File: src/rtl/esdi_rotation_timer.sv
`default_nettype none
// ============================================================================
// Module   : esdi_rotation_timer
// Purpose  : Disk-rotation timing generator for the ESDI drive emulator.
//            Models a spinning platter from the system clock and produces the
//            drive-side INDEX and SECTOR pulses, a byte-cell strobe and the
//            current angular position (byte cell and sector number).
//            Sector geometry and hard/soft-sector mode are runtime
//            configurable; a loaded configuration becomes active at the next
//            index event (or immediately while the spindle is stopped).
// Ports    :
//   clk_i               system clock, all state on the rising edge
//   rst_ni              asynchronous active-low reset
//   enable_i            spindle running; low stops and clears the rotation
//   hard_sector_i       1 = SECTOR pulses generated, 0 = SECTOR held low
//   sectors_per_track_i requested sectors per track (clamped to MAX_SECTORS)
//   bytes_per_sector_i  requested byte cells per sector, including gaps
//   cfg_load_i          one-clock strobe capturing the three config inputs
//   drive_selected_i    gates index_o / sector_o
//   index_o             INDEX pulse, gated by drive_selected_i
//   sector_o            SECTOR pulse, gated by drive_selected_i
//   byte_strobe_o       one-clock pulse per byte cell
//   byte_pos_o          current byte cell, 0..BYTES_PER_TRACK-1
//   sector_num_o        current sector (equals sectors/track in trailing gap)
// Revision : 1.0 - initial release
// ============================================================================
module esdi_rotation_timer #(
  parameter int CLK_PER_BYTE    = 100,
  parameter int BYTES_PER_TRACK = 20833,
  parameter int MAX_SECTORS     = 64,
  parameter int INDEX_WIDTH     = 125,
  parameter int SECTOR_WIDTH    = 125
) (
  input  logic                               clk_i,
  input  logic                               rst_ni,
  input  logic                               enable_i,
  input  logic                               hard_sector_i,
  input  logic [$clog2(MAX_SECTORS+1)-1:0]   sectors_per_track_i,
  input  logic [15:0]                        bytes_per_sector_i,
  input  logic                               cfg_load_i,
  input  logic                               drive_selected_i,
  output logic                               index_o,
  output logic                               sector_o,
  output logic                               byte_strobe_o,
  output logic [$clog2(BYTES_PER_TRACK)-1:0] byte_pos_o,
  output logic [$clog2(MAX_SECTORS+1)-1:0]   sector_num_o
);

  localparam int SPT_W = $clog2(MAX_SECTORS + 1);
  localparam int POS_W = $clog2(BYTES_PER_TRACK);
  localparam int PRE_W = $clog2(CLK_PER_BYTE);
  localparam int IW_W  = $clog2(INDEX_WIDTH + 1);
  localparam int SW_W  = $clog2(SECTOR_WIDTH + 1);
  localparam int BPS_W = 16;

  localparam logic [PRE_W-1:0] PRE_LAST = PRE_W'(CLK_PER_BYTE - 1);
  localparam logic [POS_W-1:0] POS_LAST = POS_W'(BYTES_PER_TRACK - 1);
  localparam logic [SPT_W-1:0] SPT_MAX  = SPT_W'(MAX_SECTORS);
  localparam logic [BPS_W-1:0] BPS_RST  = BPS_W'(BYTES_PER_TRACK / MAX_SECTORS);
  localparam logic [IW_W-1:0]  IDX_LOAD = IW_W'(INDEX_WIDTH);
  localparam logic [SW_W-1:0]  SEC_LOAD = SW_W'(SECTOR_WIDTH);

  typedef enum logic [0:0] {
    ST_IDLE = 1'b0,
    ST_SPIN = 1'b1
  } state_e;

  typedef struct packed {
    logic             hard;
    logic [SPT_W-1:0] spt;
    logic [BPS_W-1:0] bps;
  } cfg_t;

  localparam cfg_t CFG_RST = '{hard: 1'b1, spt: SPT_MAX, bps: BPS_RST};

  state_e           state_q, state_d;
  logic [PRE_W-1:0] pre_q, pre_d;
  logic [POS_W-1:0] pos_q, pos_d;
  logic [SPT_W-1:0] snum_q, snum_d;
  logic [BPS_W-1:0] insec_q, insec_d;
  logic [IW_W-1:0]  idx_cnt_q, idx_cnt_d;
  logic [SW_W-1:0]  sec_cnt_q, sec_cnt_d;
  logic             strobe_q, strobe_d;
  cfg_t             pend_q, pend_d;
  cfg_t             act_q, act_d;

  cfg_t             cfg_in;
  logic [SPT_W-1:0] snum_inc;
  logic             sec_boundary;

  // Captured configuration; out-of-range sector counts saturate.
  always_comb begin
    cfg_in.hard = hard_sector_i;
    cfg_in.spt  = (sectors_per_track_i > SPT_MAX) ? SPT_MAX : sectors_per_track_i;
    cfg_in.bps  = bytes_per_sector_i;
  end

  // Sector length of 0 or 1 byte is degenerate: no intra-track boundaries.
  assign sec_boundary = (act_q.bps >= BPS_W'(2)) &&
                        (insec_q == act_q.bps - BPS_W'(1));
  assign snum_inc     = snum_q + SPT_W'(1);

  // --------------------------------------------------------------------------
  // State register
  // --------------------------------------------------------------------------
  always_ff @(posedge clk_i or negedge rst_ni) begin
    if (!rst_ni) begin
      state_q   <= ST_IDLE;
      pre_q     <= '0;
      pos_q     <= '0;
      snum_q    <= '0;
      insec_q   <= '0;
      idx_cnt_q <= '0;
      sec_cnt_q <= '0;
      strobe_q  <= 1'b0;
      pend_q    <= CFG_RST;
      act_q     <= CFG_RST;
    end else begin
      state_q   <= state_d;
      pre_q     <= pre_d;
      pos_q     <= pos_d;
      snum_q    <= snum_d;
      insec_q   <= insec_d;
      idx_cnt_q <= idx_cnt_d;
      sec_cnt_q <= sec_cnt_d;
      strobe_q  <= strobe_d;
      pend_q    <= pend_d;
      act_q     <= act_d;
    end
  end

  // --------------------------------------------------------------------------
  // Next-state logic
  // --------------------------------------------------------------------------
  always_comb begin
    state_d   = state_q;
    pre_d     = pre_q;
    pos_d     = pos_q;
    snum_d    = snum_q;
    insec_d   = insec_q;
    strobe_d  = 1'b0;
    pend_d    = pend_q;
    act_d     = act_q;
    // Pulse down-counters free-run towards zero unless (re)started below.
    idx_cnt_d = (idx_cnt_q != '0) ? idx_cnt_q - IW_W'(1) : '0;
    sec_cnt_d = (sec_cnt_q != '0) ? sec_cnt_q - SW_W'(1) : '0;

    if (cfg_load_i) begin
      pend_d = cfg_in;
    end

    case (state_q)
      ST_IDLE: begin
        // Stopped spindle: new configuration needs no index to take effect.
        if (cfg_load_i) begin
          act_d = cfg_in;
        end
        if (enable_i) begin
          state_d   = ST_SPIN;
          pre_d     = '0;
          pos_d     = '0;
          snum_d    = '0;
          insec_d   = '0;
          idx_cnt_d = IDX_LOAD;
          if (act_q.hard && (act_q.spt != '0)) begin
            sec_cnt_d = SEC_LOAD;
          end
        end
      end

      ST_SPIN: begin
        if (!enable_i) begin
          state_d   = ST_IDLE;
          pre_d     = '0;
          pos_d     = '0;
          snum_d    = '0;
          insec_d   = '0;
          idx_cnt_d = '0;
          sec_cnt_d = '0;
        end else if (pre_q == PRE_LAST) begin
          pre_d    = '0;
          strobe_d = 1'b1;
          if (pos_q == POS_LAST) begin
            // Index event: wins over any coincident sector boundary and is
            // the only point where the pending configuration goes live.
            pos_d     = '0;
            snum_d    = '0;
            insec_d   = '0;
            act_d     = pend_q;
            idx_cnt_d = IDX_LOAD;
            if (pend_q.hard && (pend_q.spt != '0)) begin
              sec_cnt_d = SEC_LOAD;
            end
          end else begin
            pos_d = pos_q + POS_W'(1);
            if (sec_boundary) begin
              insec_d = '0;
              // sector_num saturates at the sector count: trailing gap.
              if (snum_q < act_q.spt) begin
                snum_d = snum_inc;
                if (act_q.hard && (snum_inc < act_q.spt)) begin
                  sec_cnt_d = SEC_LOAD;
                end
              end
            end else begin
              insec_d = insec_q + BPS_W'(1);
            end
          end
        end else begin
          pre_d = pre_q + PRE_W'(1);
        end
      end

      default: begin
        state_d = ST_IDLE;
      end
    endcase
  end

  // --------------------------------------------------------------------------
  // Outputs: drive-select gating is combinational so a deselect blanks the
  // pulses in the same cycle and a reselect shows any remaining pulse.
  // --------------------------------------------------------------------------
  assign index_o       = (idx_cnt_q != '0) & drive_selected_i;
  assign sector_o      = (sec_cnt_q != '0) & drive_selected_i;
  assign byte_strobe_o = strobe_q;
  assign byte_pos_o    = pos_q;
  assign sector_num_o  = snum_q;

endmodule
`default_nettype wire
File: config.mk
export PLATFORM = sky130hd
export DESIGN_NAME = esdi_rotation_timer
export DESIGN_NICKNAME = d
export VERILOG_FILES = /design/src/rtl/esdi_rotation_timer.sv
export SDC_FILE = /design/constraint.sdc
export NUM_CORES = 1
export LEC_CHECK = 0
export CAP_MARGIN = 40
export CORE_ASPECT_RATIO = 0.75
export CORE_UTILIZATION = 30
export DETAILED_ROUTE_END_ITERATION = 8
export HOLD_SLACK_MARGIN = 0.05
export PLACE_DENSITY = 0.44
export SLEW_MARGIN = 15
export SYNTH_ARGS = -nofsm -noshare
export SYNTH_HDL_FRONTEND = slang
export SYNTH_SLANG_ARGS = --single-unit
File: constraint.sdc
create_clock -name clk_i -period 4.94 [get_ports clk_i]
set_clock_uncertainty 0.15 [all_clocks]
set_input_delay 0.988 -clock clk_i [delete_from_list [all_inputs] [get_ports clk_i]]
set_output_delay 0.988 -clock clk_i [all_outputs]
set_load 0.005 [all_outputs]
==> run summary, run 1 <==
The share of total power in combinational logic came out at 16.8%. The total of warnings raised by yosys came out at 0. The total detailed-routing wirelength came out at 15390 um. Once placement finished, the instance area stood at 7083 um2. The clock network burns 33.5% of the power. The finished layout holds 985 standard cells, fillers aside. The initial core utilization is 30.81%. The total clock sinks came out at 109.

The number of fillers in the final layout is 2070. The worst register-to-register path has a depth of 10. The number of nets in the layout is 750. The standard cell core area is 20330 um2. For this run, the leading register cell type out of synthesis is sky130_fd_sc_hd__dfrtp_1. The total non-filler cell area in the finished layout came out at 7376 um2. The maximum fanout count along the critical path came out at 23. Cells with a size suffix above 1 make up 10.24% of the layout. The number of library cell types mapped by synthesis came out at 64. The combined area of all synthesized cells is 6262 um2. The reported net switching power came out at 0.6452 mW. The worst hold slack came out at 0.3484 ns. The sequential area share after synthesis came out at 43.80%.

Counting flops with a built-in enable in the synthesized netlist gives 0. The sequential cell fraction of total power is 49.7%. The number of max-cap violations is 0. The critical path starts at act_q[1].

The first-pass GRT wire length came out at 25500 um. The total leakage power came out at 3.164 nW. The final worst-path cycle share is 75.19%. The number of I/O port buffers is 53. The number of buffers added to fix hold violations after cts came out at 0. For the worst setup path, the data required time is 5.04 ns.

The startpoint identified for the worst hold timing path is idx_cnt_q[0]. The first routing iteration left 341 violations. Clock tree synthesis selected as its root buffer the cell sky130_fd_sc_hd__clkbuf_16. In the post-synthesis netlist, the biggest area contributors are sky130_fd_sc_hd__dfrtp_1, sky130_fd_sc_hd__dfstp_2, sky130_fd_sc_hd__ha_1. The first detailed-routing pass ran for 5 iterations.

The startpoint identified for the worst register-to-register timing path is act_q[1]. The die outline width came out at 168.8 um. Before CTS, the worst setup slack after placement is 1.023 ns.

The internal power of the cells came out at 1.535 mW. STA classifies the critical path startpoint as a flip-flop. The total power after layout is 2.180 mW. The routed layout has 4960 vias. The number of cells after detailed placement is 969. The final count of hold timing violations was 0. The flow ran to the end, and the final reports show no timing, DRC or antenna violations. Setup repair after global routing left no endpoint under its margin. The total nets after synthesis came out at 708.

The CTS buffer count came out at 9. The final worst setup slack is 1.226 ns. The count of pins on the block boundary came out at 54. The die is 127.1 um tall.

The count of unresolved DRC violations after routing came out at 0. The tightest min-delay check is of the reg2reg type. The total track usage came out at 15.15%. Sorting the synthesized cells by how often they occur yields sky130_fd_sc_hd__dfrtp_1, sky130_fd_sc_hd__nor2_1, sky130_fd_sc_hd__o21ai_0. The detail-routed net length per standard cell came out at 15.62 um. The kind of critical path is reg2reg. By instance count, the leading cell after synthesis is sky130_fd_sc_hd__dfrtp_1. The share of the core filled with cells in the final layout came out at 36.29%. The mean post-synth cell area came out at 9.546 um2. The final weighted congestion in routability-driven placement came out at 0.8097. Once detail routing completed, the nets flagged for antenna violations numbered 0. The cell taking the most area after synthesis is sky130_fd_sc_hd__dfrtp_1. The post-CTS setup buffer count came out at 0. The net switching share of the total power came out at 29.59%. The minimum clock period after layout is 3.714 ns. The ratio of routed vias to standard cells is 5.036. The proportion of register bits with asynchronous set or reset after synthesis came out at 100.0%. CTS built an H-tree with a depth of 3. The worst setup path is captured at a flip-flop. The antenna diode count is 0. The number of antenna violations at the first check in global routing came out at 0. The data arrival time of the critical path came out at 3.82 ns. The cell area power density came out at 295.6 nW/um2. From synthesis to final layout, the design area changed by 17.78%.

The sum of negative setup slack is 0 ns. The row count came out at 45. The worst slew margin relative to its limit came out at 40.80%. In the synthesized netlist, the number of instances is 656.

The number of synthesized register bits came out at 109. The total of cells resized after clock tree synthesis came out at 0. The maximum number of pins on one net before global-route repair came out at 49. The remaining global-route overflow came out at 0. The area of the die came out at 21460 um2.

The final HPWL from detailed placement came out at 11160 um. The TritonCTS clock tree is built. The max-slew violation count came out at 0. The clock latency of the later-clocked register in the worst-skew pair came out at 0.36 ns. The via count of the first global-routing pass came out at 4787. The top-area cell type share of the netlist area is 38.76%. In this run the deepest clock path goes through 2 buffers. The worst-case vdd ir drop came out at 0.1324 mV.

The register clock-pin slew on the reported worst setup and hold paths is 0.07 ns. Along the worst hold path, the cell count comes to 1. At the pin with the least slew margin, the transition time is 0.8879 ns.

The maximum frequency from static timing analysis is 0.2692 GHz. The final count of negative-setup-slack endpoints came out at 0.
-- kinds of logic (layout without fill, tap and decap cells) --
group / count (synthesis) / in the layout / share of synthesized area (%)
flip-flops: 109 / 109 / 43.80
AO/OA/AOI/OAI: 151 / 151 / 14.57
buffers and inverters: 52 / 99 / 3.397
XOR/XNOR: 37 / 37 / 5.175
AND/OR/NAND/NOR: 244 / 244 / 21.68
multiplexers: 40 / 40 / 6.793
adder cells (fa/ha/maj): 23 / 23 / 4.595
-- per-layer routing --
layer	routed length [um]	GRT usage, %	up-vias	part of all wire [%]
met5	0	0	-	0
met4	174	4.706	0	1.1
met3	640	3.253	15	4.2
met2	6235	21.00	100	41
met1	8340	23.10	2395	54
li1	-	-	2450	-
-- power groups by stage --
stage	Combinational, mW	Sequential (mW)	Clock (mW)
final	0.367	1.08	0.731
after global routing	0.418	1.10	0.796
after CTS	0.373	1.08	0.761
after detailed placement	0.371	1.10	0
after global placement	0.364	1.10	0
after floorplan	0.280	1.06	0
-- final cells by class --
type / count / area (um2) / share of cell area (%)
clock buffer: 11 / 252.7 / 3.427
sequential: 109 / 2743 / 37.18
clock inverter: 5 / 40.04 / 0.5428
tap: 282 / 352.8 / 4.784
timing repair buffer: 60 / 580.6 / 7.871
multi-input combinational: 495 / 3321 / 45.02
inverter: 23 / 86.33 / 1.170
-- state kept, by name, indices dropped and copies added, names as in the netlist --
| register | flops |
|---|---|
| act_q | 24 |
| byte_pos_o | 15 |
| byte_strobe_o | 1 |
| idx_cnt_q | 7 |
| insec_q | 16 |
| pend_q | 24 |
| pre_q | 7 |
| sec_cnt_q | 7 |
| sector_num_o | 7 |
| state_q | 1 |
-- placed cells by master, fill, tap and decap left out, types with 21 or more instances in the layout --
cell	synthesis	routed
sky130_fd_sc_hd__a21oi_1	48	48
sky130_fd_sc_hd__clkdlybuf4s50_1	0	52
sky130_fd_sc_hd__dfrtp_1	97	97
sky130_fd_sc_hd__ha_1	23	23
sky130_fd_sc_hd__inv_1	23	23
sky130_fd_sc_hd__nand2_1	51	51
sky130_fd_sc_hd__nor2_1	59	59
sky130_fd_sc_hd__o21ai_0	52	52
sky130_fd_sc_hd__xor2_1	21	21
-- final timing paths --
path	end	slack, ns
max reg2reg	insec_q[10]	1.23
max in group asynchronous	pend_q[23]	3.22
min in group asynchronous	insec_q[5]	0.49
min reg2reg	idx_cnt_q[0]	0.35
min	idx_cnt_q[0]	0.35
max	insec_q[10]	1.23
-- worst max-delay path: stages (launching register included) --
cell and delay [ns]:
sky130_fd_sc_hd__dfrtp_1 0.48, sky130_fd_sc_hd__inv_1 0.09, sky130_fd_sc_hd__ha_1 0.24, sky130_fd_sc_hd__or3b_2 0.57
sky130_fd_sc_hd__o21ai_0 0.20, sky130_fd_sc_hd__nand4b_1 0.11, sky130_fd_sc_hd__a32oi_1 0.33, sky130_fd_sc_hd__nand4b_4 0.22
sky130_fd_sc_hd__o21ai_2 0.77, sky130_fd_sc_hd__o21ai_0 0.22, sky130_fd_sc_hd__a21o_1 0.21
No activity file was read; power rests on OpenSTA's default activity.
==> inputs of run 2 (changes only) <==
==> constraint.sdc (replaced) <==
create_clock -name clk_i -period 3.5 [get_ports clk_i]
set_clock_uncertainty 0.15 [all_clocks]
set_input_delay 0.7 -clock clk_i [delete_from_list [all_inputs] [get_ports clk_i]]
set_output_delay 0.7 -clock clk_i [all_outputs]
set_load 0.005 [all_outputs]
==> run 2 against run 1 <==
  * Non-clock buffer count grew 8
  * Core utilization grew 0.53 points
  * Clock power grew 45%
  * Sequential power grew 41%
  * Cell area grew 1.5%
  * Cell count grew 0.81%
  * Largest power group unchanged
==> run summary, run 2 (synthesized netlist as in run 1, its figures left out) <==
The flow ran to the end, and the final reports show no timing, DRC or antenna violations. The count of unresolved DRC violations after routing is 0. The total clock sinks came out at 109. The data arrival time of the critical path is 3.48 ns. Across the whole layout, storage elements account for 2743 um2.

The buffer cell driving the clock tree root is sky130_fd_sc_hd__clkbuf_16. Summing all placed instances gives a cell area of 7168 um2. The worst-case vdd ir drop is 0.2149 mV. The row count came out at 45. The finished cells cover 7483 um2.

The total detailed-routing wirelength came out at 15720 um. The final weighted congestion in routability-driven placement came out at 0.8012. The die outline width came out at 168.8 um.

Clock-pin slew was measured on the worst setup and hold paths at 0.07 ns. The number of fillers in the final layout came out at 2052. The element type at the critical path end is a flip-flop. The remaining global-route overflow is 0. The number of max-cap violations is 0. The cell area power density came out at 416.7 nW/um2. The floorplan step set the die height to 127.1 um. The standard cell core area came out at 20330 um2.

The detailed router placed 5004 vias in this run. Summed over all nets, the half-perimeter wirelength after detailed placement is 11530 um. TritonCTS built the clock tree. The library cells used most frequently in the layout, excluding fill and tap cells, are sky130_fd_sc_hd__dfrtp_1, sky130_fd_sc_hd__nor2_1, sky130_fd_sc_hd__o21ai_0, sky130_fd_sc_hd__clkdlybuf4s50_1, sky130_fd_sc_hd__nand2_1. In this run the tool buffered the top-level ports with 53 buffer cells.

Setup repair after global routing left no endpoint under its margin. The final worst setup slack came out at 0.1656 ns. The antenna diode count is 0. In this run the tightest slew margin relative to its limit is 51.39%.

The total track usage came out at 15.34%. The first routing iteration left 348 violations. In this run the count of I/O pins placed on the die edge is 54. From synthesis to final layout, the design area changed by 19.50%. The clock latency of the later-clocked register in the worst-skew pair came out at 0.36 ns. The final count of negative-setup-slack endpoints came out at 0. Summed over all cells, the static leakage comes to 3.210 nW. The library cell used most frequently in the layout, excluding fill and tap cells, is sky130_fd_sc_hd__dfrtp_1. The buffer depth of the longest clock path is 2. The smallest clock period supported by the final layout is computed as 3.334 ns. The first-pass GRT wire length came out at 25760 um. The number of antenna violations at the first check in global routing was 0. The ratio of routed vias to standard cells came out at 5.039. The largest registers in the layout are act_q x24, pend_q x24, insec_q x16. At the end of the flow, the number of nets in the layout was 758. The post-route antenna net violation count came out at 0.

The CTS buffer count came out at 9. The maximum frequency from static timing analysis came out at 0.2999 GHz. In this run the worst hold path is classified as in2async. The initial core utilization is 30.81%. In the final routed layout, each cell accounts on average for 15.83 um.

The worst path required time is 3.65 ns. The area of the die came out at 21460 um2. Entering global routing, the biggest net connects 54 pins. Summing all multi-input logic gate instances after layout gives 3338 um2. Cells with a size suffix above 1 make up 11.39% of the layout.

The number of buffers added to fix hold violations after cts is 0. The setup path with the least slack is of type reg2reg. Hold is met by 0.2435 ns.

The via count of the first global-routing pass is 4797. Along the worst path, the maximum fanout reaches 8. The pre-CTS setup slack came out at 0.1580 ns. The number of H-tree levels is 3. The final worst-path cycle share came out at 95.27%. The post-CTS setup buffer count is 0. After routing, the total negative slack on setup checks comes to 0 ns. The worst setup path is launched from a flip-flop. The final count of hold timing violations was 0.

The first-pass detailed-route iteration total came out at 5. The max-slew violation count was 0. The transition time at the pin with the least slew margin came out at 0.7292 ns.
run 2: cell count changes in the layout (fill, tap and decap cells not counted), sizes merged:
| cell | delta |
|---|---|
| bufinv | +1 |
| clkbuf | -1 |
| inv | -1 |
| clkinvlp | +1 |
| buf | +8 |
run 2: final timing paths:
kind / from / endpoint / slack (ns) / cells after the start
setup / recovery: act_q[0] / sector_num_o[2] / 0.17 / 9
hold / removal: rst_ni / insec_q[6] / 0.24 / 1
setup reg to reg: act_q[0] / sector_num_o[2] / 0.17 / 9
hold reg to reg: pend_q[3] / pend_q[3] / 0.36 / 1
max in group asynchronous: rst_ni / act_q[8] / 2.14 / 2
min in group clk_i: pend_q[3] / pend_q[3] / 0.36 / 1
run 2: critical path: stages (launching register included):
cell and delay [ns]:
sky130_fd_sc_hd__dfstp_2 0.42, sky130_fd_sc_hd__inv_1 0.09, sky130_fd_sc_hd__ha_1 0.26, sky130_fd_sc_hd__or3b_2 0.58, sky130_fd_sc_hd__o32ai_1 0.30, sky130_fd_sc_hd__a211o_1 0.17, sky130_fd_sc_hd__nand4_1 0.38, sky130_fd_sc_hd__nor4_4 0.65
sky130_fd_sc_hd__o21ai_2 0.09, sky130_fd_sc_hd__a21bo_1 0.19
run 2: per-layer routing:
metal	share of wire, %	vias up	GRT usage, %	wire [um]
met4	1.7	0	4.439	261
met1	54	2415	23.16	8474
met2	40	118	21.63	6248
met3	4.7	18	3.377	731
met5	0	-	0	0
li1	-	2453	-	-
run 2: cell type report:
class	instances	share of cell area, %
flip-flops and latches	109	36.65
well taps	282	4.715
inverters	23	1.154
clock buffers	10	3.060
multi-input cells	495	44.61
repair buffers	68	8.895
clock inverters	6	0.9196
run 2: what timing repair did:
action,CTS,global route
setup endpoints to repair,0,12
endpoints found under the hold margin,0,0
resized for setup,0,3
run 2: power breakdown:
group / internal [mW] / switching [mW]
Combinational: 0.252 / 0.285
Clock: 0.562 / 0.495
Sequential: 1.39 / 0.131
Total: 2.21 / 0.911
run 2: per-stage QoR:
| stage | std cells | total power, mW | util (%) |
|---|---|---|---|
| floorplan | 656 | 1.894 | - |
| global placement | 977 | 2.075 | 35.27 |
| detailed placement | 977 | 2.087 | 35.27 |
| CTS | 993 | 3.166 | 36.73 |
| global route | 993 | 3.315 | 36.82 |
| finish | 993 | 3.118 | 36.82 |
